### config.mk
export PLATFORM = sky130hd
export DESIGN_NAME = fport_control_parser
export DESIGN_NICKNAME = d
export VERILOG_FILES = /design/src/rtl/fport_control_parser_pkg.sv /design/src/rtl/fport_byte_unstuff.sv /design/src/rtl/fport_control_parser.sv
export SDC_FILE = /design/constraint.sdc
export NUM_CORES = 1
export LEC_CHECK = 0
export ABC_AREA = 1
export CAP_MARGIN = 20
export CELL_PAD_IN_SITES_DETAIL_PLACEMENT = 1
export CELL_PAD_IN_SITES_GLOBAL_PLACEMENT = 1
export CORE_MARGIN = 3
export CORE_UTILIZATION = 35
export CTS_CLUSTER_SIZE = 10
export DETAILED_ROUTE_END_ITERATION = 7
export PLACE_DENSITY = 0.73
export RECOVER_POWER = 25
export SETUP_SLACK_MARGIN = 0.05
export SKIP_LAST_GASP = 1
export SLEW_MARGIN = 20
export SYNTH_ARGS = -nofsm -noshare
export SYNTH_HDL_FRONTEND = slang
export SYNTH_SLANG_ARGS = --single-unit
### constraint.sdc
create_clock -name clock -period 12 [get_ports clock]
set_clock_uncertainty 0.05 [all_clocks]
set_input_delay 2.4 -clock clock [delete_from_list [all_inputs] [get_ports clock]]
set_output_delay 2.4 -clock clock [all_outputs]
set_load 0.005 [all_outputs]
### src/rtl/fport_control_parser_pkg.sv
// Shared constants, parser state encoding and the one's-complement adder
// used by the FPort control-frame parser.
package fport_control_parser_pkg;

    localparam logic [7:0] FPORT_DELIM         = 8'h7E;
    localparam logic [7:0] FPORT_ESC           = 8'h7D;
    localparam logic [7:0] FPORT_XOR           = 8'h20;
    localparam logic [7:0] FPORT_CTRL_LEN      = 8'h19;
    localparam logic [7:0] FPORT_TYPE_CTRL     = 8'h00;
    localparam int         FPORT_PAYLOAD_BYTES = 22;
    localparam int         FPORT_FLAG_FAILSAFE = 3;
    localparam int         NUM_CH              = 16;
    localparam int         CH_W                = 11;

    typedef enum logic [2:0] {
        ST_HUNT    = 3'd0,
        ST_LEN     = 3'd1,
        ST_TYPE    = 3'd2,
        ST_PAYLOAD = 3'd3,
        ST_FLAGS   = 3'd4,
        ST_RSSI    = 3'd5,
        ST_CRC     = 3'd6
    } state_t;

    // 8-bit add with the carry folded back into bit 0 (FPort checksum)
    function automatic logic [7:0] eac_add(input logic [7:0] a, input logic [7:0] b);
        logic [8:0] s;
        s = {1'b0, a} + {1'b0, b};
        return s[7:0] + {7'd0, s[8]};
    endfunction

endpackage

### src/rtl/fport_byte_unstuff.sv
// Removes FPort byte stuffing. Classification is combinational on the
// incoming byte; only the escape flag is registered, so no latency is added.
module fport_byte_unstuff
    import fport_control_parser_pkg::*;
(
    input  logic       clock,
    input  logic       reset,
    input  logic       rx_valid,
    input  logic [7:0] rx_byte,
    output logic       d_valid,
    output logic [7:0] d_byte,
    output logic       d_delim,
    output logic       d_abort
);

    logic esc;
    logic v;
    logic is_delim;
    logic is_esc;

    // bytes offered during reset are dropped
    assign v        = rx_valid & ~reset;
    assign is_delim = (rx_byte == FPORT_DELIM);
    assign is_esc   = (rx_byte == FPORT_ESC);

    // an escaped 0x7D is treated as data (0x5D), only a fresh 0x7D starts an escape
    assign d_delim = v & is_delim & ~esc;
    assign d_abort = v & is_delim & esc;
    assign d_valid = v & ~is_delim & (esc | ~is_esc);
    assign d_byte  = esc ? (rx_byte ^ FPORT_XOR) : rx_byte;

    // escape flag: armed by a bare 0x7D, consumed by whatever byte follows
    always_ff @(posedge clock) begin
        if (reset)  esc <= 1'b0;
        else if (v) esc <= ~esc & is_esc;
    end

endmodule

### src/rtl/fport_control_parser.sv
// FPort control-frame parser: unstuffs the UART byte stream, walks the
// frame layout, checks the additive CRC and publishes an atomic channel
// snapshot. Also runs the link-loss failsafe timer and error counters.
module fport_control_parser
    import fport_control_parser_pkg::*;
#(
    parameter int FAILSAFE_CLKS = 1_600_000,
    parameter int CNT_W         = 8
)(
    input  logic                   clock,
    input  logic                   reset,
    input  logic                   rx_valid,
    input  logic [7:0]             rx_byte,
    output logic [NUM_CH*CH_W-1:0] channels,
    output logic [7:0]             flags,
    output logic [7:0]             rssi,
    output logic                   frame_valid,
    output logic                   failsafe,
    output logic [CNT_W-1:0]       crc_err_cnt,
    output logic [CNT_W-1:0]       frame_err_cnt
);

    localparam int                TMR_W  = $clog2(FAILSAFE_CLKS + 1);
    localparam logic [TMR_W-1:0]  FS_MAX = TMR_W'(FAILSAFE_CLKS);

    logic       d_valid, d_delim, d_abort;
    logic [7:0] d_byte;

    state_t     state, state_d;
    logic [4:0] idx;
    logic       last_idx;
    logic [7:0] sum, sum_nx;
    logic [7:0] tmp_flags, tmp_rssi;
    logic [FPORT_PAYLOAD_BYTES-1:0][7:0] pay_buf;
    logic [FPORT_PAYLOAD_BYTES-1:0][7:0] ch_bytes;
    logic [TMR_W-1:0] fs_cnt;

    logic sum_init, sum_acc, idx_clr, buf_we, flags_we, rssi_we;
    logic crc_ok, crc_bad, ferr_inc;

    fport_byte_unstuff u_unstuff (
        .clock    (clock),
        .reset    (reset),
        .rx_valid (rx_valid),
        .rx_byte  (rx_byte),
        .d_valid  (d_valid),
        .d_byte   (d_byte),
        .d_delim  (d_delim),
        .d_abort  (d_abort)
    );

    assign sum_nx   = eac_add(sum, d_byte);
    assign last_idx = (idx == 5'(FPORT_PAYLOAD_BYTES - 1));

    // state register
    always_ff @(posedge clock) begin
        if (reset) state <= ST_HUNT;
        else       state <= state_d;
    end

    // next state: any delimiter (clean or aborting) restarts at the length byte
    always_comb begin
        state_d = state;
        if (d_abort || d_delim) begin
            state_d = ST_LEN;
        end else if (d_valid) begin
            case (state)
                ST_LEN:     state_d = (d_byte == FPORT_CTRL_LEN)  ? ST_TYPE    : ST_HUNT;
                ST_TYPE:    state_d = (d_byte == FPORT_TYPE_CTRL) ? ST_PAYLOAD : ST_HUNT;
                ST_PAYLOAD: state_d = last_idx ? ST_FLAGS : ST_PAYLOAD;
                ST_FLAGS:   state_d = ST_RSSI;
                ST_RSSI:    state_d = ST_CRC;
                ST_CRC:     state_d = ST_HUNT;
                default:    state_d = state;
            endcase
        end
    end

    // datapath strobes decoded from state and the current unstuffed byte
    always_comb begin
        sum_init = 1'b0;
        sum_acc  = 1'b0;
        idx_clr  = 1'b0;
        buf_we   = 1'b0;
        flags_we = 1'b0;
        rssi_we  = 1'b0;
        crc_ok   = 1'b0;
        crc_bad  = 1'b0;
        ferr_inc = d_abort | (d_delim & (state != ST_HUNT) & (state != ST_LEN));
        if (d_valid) begin
            case (state)
                ST_LEN: begin
                    if (d_byte == FPORT_CTRL_LEN) sum_init = 1'b1;
                    else                          ferr_inc = 1'b1;
                end
                ST_TYPE: begin
                    sum_acc = 1'b1;
                    idx_clr = 1'b1;
                end
                ST_PAYLOAD: begin
                    sum_acc = 1'b1;
                    buf_we  = 1'b1;
                end
                ST_FLAGS: begin
                    sum_acc  = 1'b1;
                    flags_we = 1'b1;
                end
                ST_RSSI: begin
                    sum_acc = 1'b1;
                    rssi_we = 1'b1;
                end
                ST_CRC: begin
                    crc_ok  = (sum_nx == 8'hFF);
                    crc_bad = (sum_nx != 8'hFF);
                end
                default: ;
            endcase
        end
    end

    // running checksum, payload index and the pending flags/rssi
    always_ff @(posedge clock) begin
        if (reset) begin
            sum       <= '0;
            idx       <= '0;
            tmp_flags <= '0;
            tmp_rssi  <= '0;
        end else begin
            if (sum_init)     sum <= FPORT_CTRL_LEN;
            else if (sum_acc) sum <= sum_nx;
            if (idx_clr)      idx <= '0;
            else if (buf_we)  idx <= idx + 5'd1;
            if (flags_we)     tmp_flags <= d_byte;
            if (rssi_we)      tmp_rssi  <= d_byte;
        end
    end

    // payload staging buffer; never visible until a frame passes its CRC
    always_ff @(posedge clock) begin
        if (buf_we) pay_buf[idx] <= d_byte;
    end

    // commit the staged frame as one snapshot
    always_ff @(posedge clock) begin
        if (reset) begin
            ch_bytes    <= '0;
            flags       <= '0;
            rssi        <= '0;
            frame_valid <= 1'b0;
        end else begin
            frame_valid <= crc_ok;
            if (crc_ok) begin
                ch_bytes <= pay_buf;
                flags    <= tmp_flags;
                rssi     <= tmp_rssi;
            end
        end
    end

    // 11-bit channels are a little-endian bit stream over the payload bytes
    assign channels = ch_bytes;

    // saturating error counters
    always_ff @(posedge clock) begin
        if (reset) begin
            crc_err_cnt   <= '0;
            frame_err_cnt <= '0;
        end else begin
            if (crc_bad && crc_err_cnt != '1)    crc_err_cnt   <= crc_err_cnt + CNT_W'(1);
            if (ferr_inc && frame_err_cnt != '1) frame_err_cnt <= frame_err_cnt + CNT_W'(1);
        end
    end

    // link-loss timer; starts expired so failsafe holds until the first good frame
    always_ff @(posedge clock) begin
        if (reset)                 fs_cnt <= FS_MAX;
        else if (crc_ok)           fs_cnt <= '0;
        else if (fs_cnt != FS_MAX) fs_cnt <= fs_cnt + TMR_W'(1);
    end

    assign failsafe = (fs_cnt == FS_MAX) | flags[FPORT_FLAG_FAILSAFE];

endmodule

==> metrics <==
status finished with violations; violated checks capacitance limit, slew limit; Seq/Total Area, Yosys 65.6%; CTS H-Tree Depth 2; Mapped Avg Cell Area 9.85 um^2; worst-skew pair later-pin latency 0.58 ns; Min Hold Slack 0.386 ns; period utilization 69.8%; PortBufs 220; Slew Limit Headroom -45.8%; Nets 1872; largest fanout on the critical path 99; Longest Clk Path Bufs 3; largest stage delay on the critical path 1.52 ns; critical path's top delay family buffers and inverters; Post-DP HPWL roughly 29000 um; DRC 0; Die X approximately 220 um; initial core utilization 35.9%; DR pass1 iterations 5; synth unique cells 36; first-pass GRT wire length between 70000 and 80000 um; count leader, synth nand2_1; Reg clk slew, reported paths 0.06 ns; Cell Count, Final, Fillers Out between 2000 and 2500; final hold vios 0; root buffer cell clkbuf_16; hold crit path type register to register; Setup Crit Path Kind primary input to register; Core ar. 0.0448 mm^2; PwrDens 152 mW/mm^2; crit path launch type primary input; vias in the first global route around 12000; cell count after placement 2380; Mapped Nets 1663; Leak 8.05 nW; buffers and inverters on the worst path 5; post-CTS resize count 0; Synth Instances 1632; Post-CTS Setup Repair Bufs 0; CTS buffer count 51; Synth area leader edfxtp_1; Yosys reg bits 439; Placement Rows 77; Total Power 0.00306 W; Area Growth Syn to Fin 25.6%; Top FF cell, synth dfxtp_1; slowest CP cell clkbuf_1; die height 220 um; CP endpoint kind register; initial DRC count 717; most frequent cells after synthesis nand2_1 (513), dfxtp_1 (263), nand3_1 (247), edfxtp_1 (176), inv_1 (88); R2R Setup Slk 6.41 ns; fin crit period 8.38 ns; Least-Margin Pin Slew 2.19 ns; fin util 45.1%; ys async rst share 0%; CTS tree done; RSZ-0062 raised after global routing false; synthesized area 0.0161 mm^2; critical path arrival 8.85 ns; gr ovfl total 0; f_max 119 MHz; Antenna Nets Post-Route 0; initial antenna violation count 3; die area 0.0485 mm^2; VDD IR max just under 90 uV; Required @ worst endpoint 12.47 ns; clk sink count about 440; Post-synth EDFFs 176; WL final 46000 um; Max Transition Viols Final around 220; Top cell by count, worst path nand2_1; routed vias/inst between 4 and 5; Critical Path, Cell by Cell dlygate4sd3_1, clkbuf_1, ha_1, a21oi_1, o21bai_1, ha_1, ha_1, nand3_1, inv_1, nand2_1, nand2_1, nand2_1, nand2_1, nor2_1, nand2_2, nor2_4, nand2_8, inv_6, buf_4, nand2_1, nand2_1; TNS Setup 0 ns; largest net degree at the start of global routing around 120; CTS Hold Bufs 0; layout cell share with drive strength beyond 1 4.30%; post-synth top area share 32.9%; Max Cap Viol 8; Yosys Warn Count 0; vias after detailed routing 12107; endpoints failing setup 0; Top Ports 221; synth top area cells edfxtp_1 (33%), dfxtp_1 (33%), nand2_1 (12%), nand3_1 (7.7%), inv_1 (2.1%); gr usage total 18.6%; placer congestion estimate 0.798; wire per inst 18.6 um
-- sequential cells by signal, summed over array words and instances, names as in the netlist, 3 cells and up --
| register | count |
|---|---|
| rssi | 8 |
| sum | 8 |
| flags | 8 |
| state | 3 |
| tmp_flags | 8 |
| frame_err_cnt | 8 |
| channels | 176 |
| idx | 5 |
| pay_buf | 176 |
| tmp_rssi | 8 |
| crc_err_cnt | 8 |
| fs_cnt | 21 |
-- final cells by class --
type | instances | area, um^2
Timing Repair Buffer | 230 | 2240
Sequential cell | 439 | 10600
Clock inverter | 6 | 67.6
Tap cell | 592 | 741
Multi-Input combinational cell | 1028 | 4770
Clock buffer | 88 | 1460
Fill cell | 5014 | 24600
Inverter | 91 | 352
Antenna cell | 1 | 2.50
-- where the power goes --
part | switching, W | internal, W
registers | 0.00000156 | 0.00155
logic | 0.0000570 | 0.0000144
clock network | 0.000592 | 0.000840
total | 0.000650 | 0.00241
-- per-stage QoR --
step | area (um^2) | worst slack (ns)
3_3_place_gp | 18700 | 4.04
2_1_floorplan | 16100 | 6.40
6_report | 20200 | 3.62
3_5_place_dp | 18700 | 3.82
5_1_grt | 20200 | 3.13
4_1_cts | 20200 | 4.46
-- final timing paths --
kind / start / to / depth (start not counted)
hold / removal: pay_buf[168] / channels[168] / 2
setup / recovery: rx_byte[6] / channels[169] / 21
setup reg to reg: u_unstuff.esc / channels[169] / 23
hold reg to reg: pay_buf[168] / channels[168] / 2
-- per-layer routing --
layer / GRT usage (%) / part of all wire (%) / routed length, um
met1: 23.9 / 44 / 20100
met2: 32.4 / 49 / 22600
met3: 2.99 / 4.9 / 2260
met4: 5.37 / 2.3 / 1050
met5: 0 / 0.015 / 7
-- cell families (layout without fill, tap and decap cells) --
kind of cell | count (synthesis) | after routing | share of synthesized area (%)
xor gates and xnor gates | 20 | 20 | 1.09
buffers and inverters | 165 | 415 | 4.91
and+or+nand+nor | 889 | 889 | 23.5
DFF | 439 | 439 | 65.6
AOI/OAI and AO/OA | 99 | 99 | 3.27
other | 0 | 1 | 0
adders and majority gates | 20 | 20 | 1.60
-- worst reg2reg max path: stages (launching register included) --
cell	delay [ns]
dfxtp_1	0.34
xnor2_1	0.44
inv_1	0.15
ha_1	0.35
a21oi_1	0.24
nand3_1	0.13
a21oi_1	0.15
o21bai_1	0.09
ha_1	0.23
ha_1	0.20
nand3_1	0.13
inv_1	0.08
nand2_1	0.12
nand2_1	0.06
nand2_1	0.07
nand2_1	0.07
nor2_1	0.11
nand2_2	0.10
nor2_4	0.15
nand2_8	0.34
inv_6	0.76
buf_4	0.84
nand2_1	0.22
nand2_1	0.11
-- cells in the final DEF, fill, tap and decap left out, types with 12 or more instances in the layout --
cell               n
clkbuf_16         52
edfxtp_1         176
o21ai_0           39
nand2_1          513
clkbuf_1          42
nor2_1            73
nand4_1           15
nor3_1            19
dlygate4sd3_1     34
xor2_1            12
dfxtp_1          263
inv_1             87
clkdlybuf4s50_1  183
ha_1              19
a21oi_1           47
nand3_1          247
Power figures use the tool's default switching activity.
==> RTL edit: new RTL, same flow settings <==
Add an input register stage for `rx_valid` and `rx_byte`, with the module's reset; this delays them by one clock.
--- a/src/rtl/fport_control_parser.sv
+++ b/src/rtl/fport_control_parser.sv
@@ -23,6 +23,19 @@
     localparam int                TMR_W  = $clog2(FAILSAFE_CLKS + 1);
     localparam logic [TMR_W-1:0]  FS_MAX = TMR_W'(FAILSAFE_CLKS);
 
+    logic rx_valid_q;
+    logic [7:0] rx_byte_q;
+
+    always_ff @(posedge clock) begin
+        if (reset) begin
+            rx_valid_q <= '0;
+            rx_byte_q  <= '0;
+        end else begin
+            rx_valid_q <= rx_valid;
+            rx_byte_q  <= rx_byte;
+        end
+    end
+
     logic       d_valid, d_delim, d_abort;
     logic [7:0] d_byte;
 
@@ -41,8 +54,8 @@
     fport_byte_unstuff u_unstuff (
         .clock    (clock),
         .reset    (reset),
-        .rx_valid (rx_valid),
-        .rx_byte  (rx_byte),
+        .rx_valid (rx_valid_q),
+        .rx_byte  (rx_byte_q),
         .d_valid  (d_valid),
         .d_byte   (d_byte),
         .d_delim  (d_delim),
Check against the original RTL: not settled (the Yosys comparison gave no result); the edit may change what the design does.
==> RTL edit against the unedited design <==
The run still ends with max-capacitance violations, max-slew violations left; sequential cell count up 9; total power up 0.12%; worst setup slack better by 1900 ps; wire length down 2.0%; area after synthesis up 1.5%; design area up 1.1%; critical path depth down 9; largest cell class unchanged.
==> RTL edit: results (changes against the unedited design) <==
Crit Path Max Fanout 95 (was 99); Max Cap Viol 8 (unchanged); r2r startpoint rx_byte_q[0]$_SDFF_PP0_ (was u_unstuff.esc$_SDFFE_PP0P_); drt first pass iters 4 (was 5); status finished, violations left (unchanged); Final Max Slew Viols 233 (was 222); failing checks max-capacitance violations, max-slew violations (unchanged); initial DRC count 652 (was 717); CP startpoint reset (was rx_byte[6]); largest net degree at the start of global routing 100 (was 116); Min-Delay Startpoint pay_buf[148]$_DFFE_PP_ (was pay_buf[168]$_DFFE_PP_); Synth top cells by count 523 x nand2_1, 272 x dfxtp_1, 247 x nand3_1 (was 513 x nand2_1, 263 x dfxtp_1, 247 x nand3_1); Placed Instances 2422 (was 2380); Area contributors post-synth dfxtp_1 33%, edfxtp_1 32%, nand2_1 12% (was edfxtp_1 33%, dfxtp_1 33%, nand2_1 12%); nets@finish 1906 (was 1872); fillcell total 5157 (was 5014); Critical Path AT 6960 ps (was 8850 ps); post-route insts no fill 2516 (was 2475); gr usage total 0.179 (was 0.186); leak pwr 8.25 nW (was 8.05 nW); max incr delay on CP 1130 ps (was 1520 ps); vias in the first global route 12772 (was 12450); syn_area_per_cell 9.79 sq um (was 9.85 sq um); WL final 45000 um (was 46000 um); DP Area 0.0189 sq mm (was 0.0187 sq mm); EDFF count, synth 176 (unchanged); vias per cell 4.87 (was 4.89); global placer's final weighted congestion 0.846 (was 0.798); DP Wirelength 28200 um (was 28900 um); pre-CTS setup slack 5840 ps (was 3820 ps); synthesized net count 1697 (was 1663); register area share after synthesis 0.658 (was 0.656)
[RTL edit: cell count changes after synthesis, sizes merged, moves of 5 or more]
cell,change
nand4,-5
nand2,+9
nor3,-7
dfxtp,+9
nor2,+37
o21ai,-9
[RTL edit: power by group]
part	internal (mW)	switching (mW)	leakage, nW
Combinational	0.0139	0.0442	3.73
Clock	0.817	0.591	0.707
Sequential	1.58	0.0111	3.81
Total	2.42	0.647	8.25
[RTL edit: worst paths after layout]
path,to,slack [ps],cells after the start
max,channels[74]$_SDFFE_PP0P_,5500,12
min,channels[148]$_SDFFE_PP0P_,380,2
max reg2reg,channels[74]$_SDFFE_PP0P_,5650,21
min reg2reg,channels[148]$_SDFFE_PP0P_,380,2
[RTL edit: final cells by class]
type | count | area share
Multi-Input combinational cell | 1053 | 0.236
Antenna cell | 1 | 0.000123
Sequential cell | 448 | 0.526
Tap cell | 600 | 0.0368
Clock inverter | 2 | 0.00141
Inverter | 90 | 0.0171
Clock buffer | 91 | 0.0715
Timing Repair Buffer | 231 | 0.111
[RTL edit: kinds of logic after synthesis]
logic type,share of synthesized area
and+or+nand+nor,0.240
AOI/OAI and AO/OA,0.0276
xor gates and xnor gates,0.0107
buffers and inverters,0.0479
adders and majority gates,0.0158
DFF,0.658
[RTL edit: worst reg2reg max path, delay by kind of cell, from the launching register on]
kind,cells,cell delay [ps]
DFF,1,1460
and+or+nand+nor,12,1580
buffers and inverters,3,1710
AOI/OAI and AO/OA,2,320
adders and majority gates,4,1170
[RTL edit: layer usage]
metal / global-route usage / wire length, um / part of all wire
met1: 0.227 / 19900 / 0.44
met2: 0.314 / 22600 / 0.50
met3: 0.0375 / 1990 / 0.044
met4: 0.0388 / 610 / 0.014
met5: 0 / 0 / 0
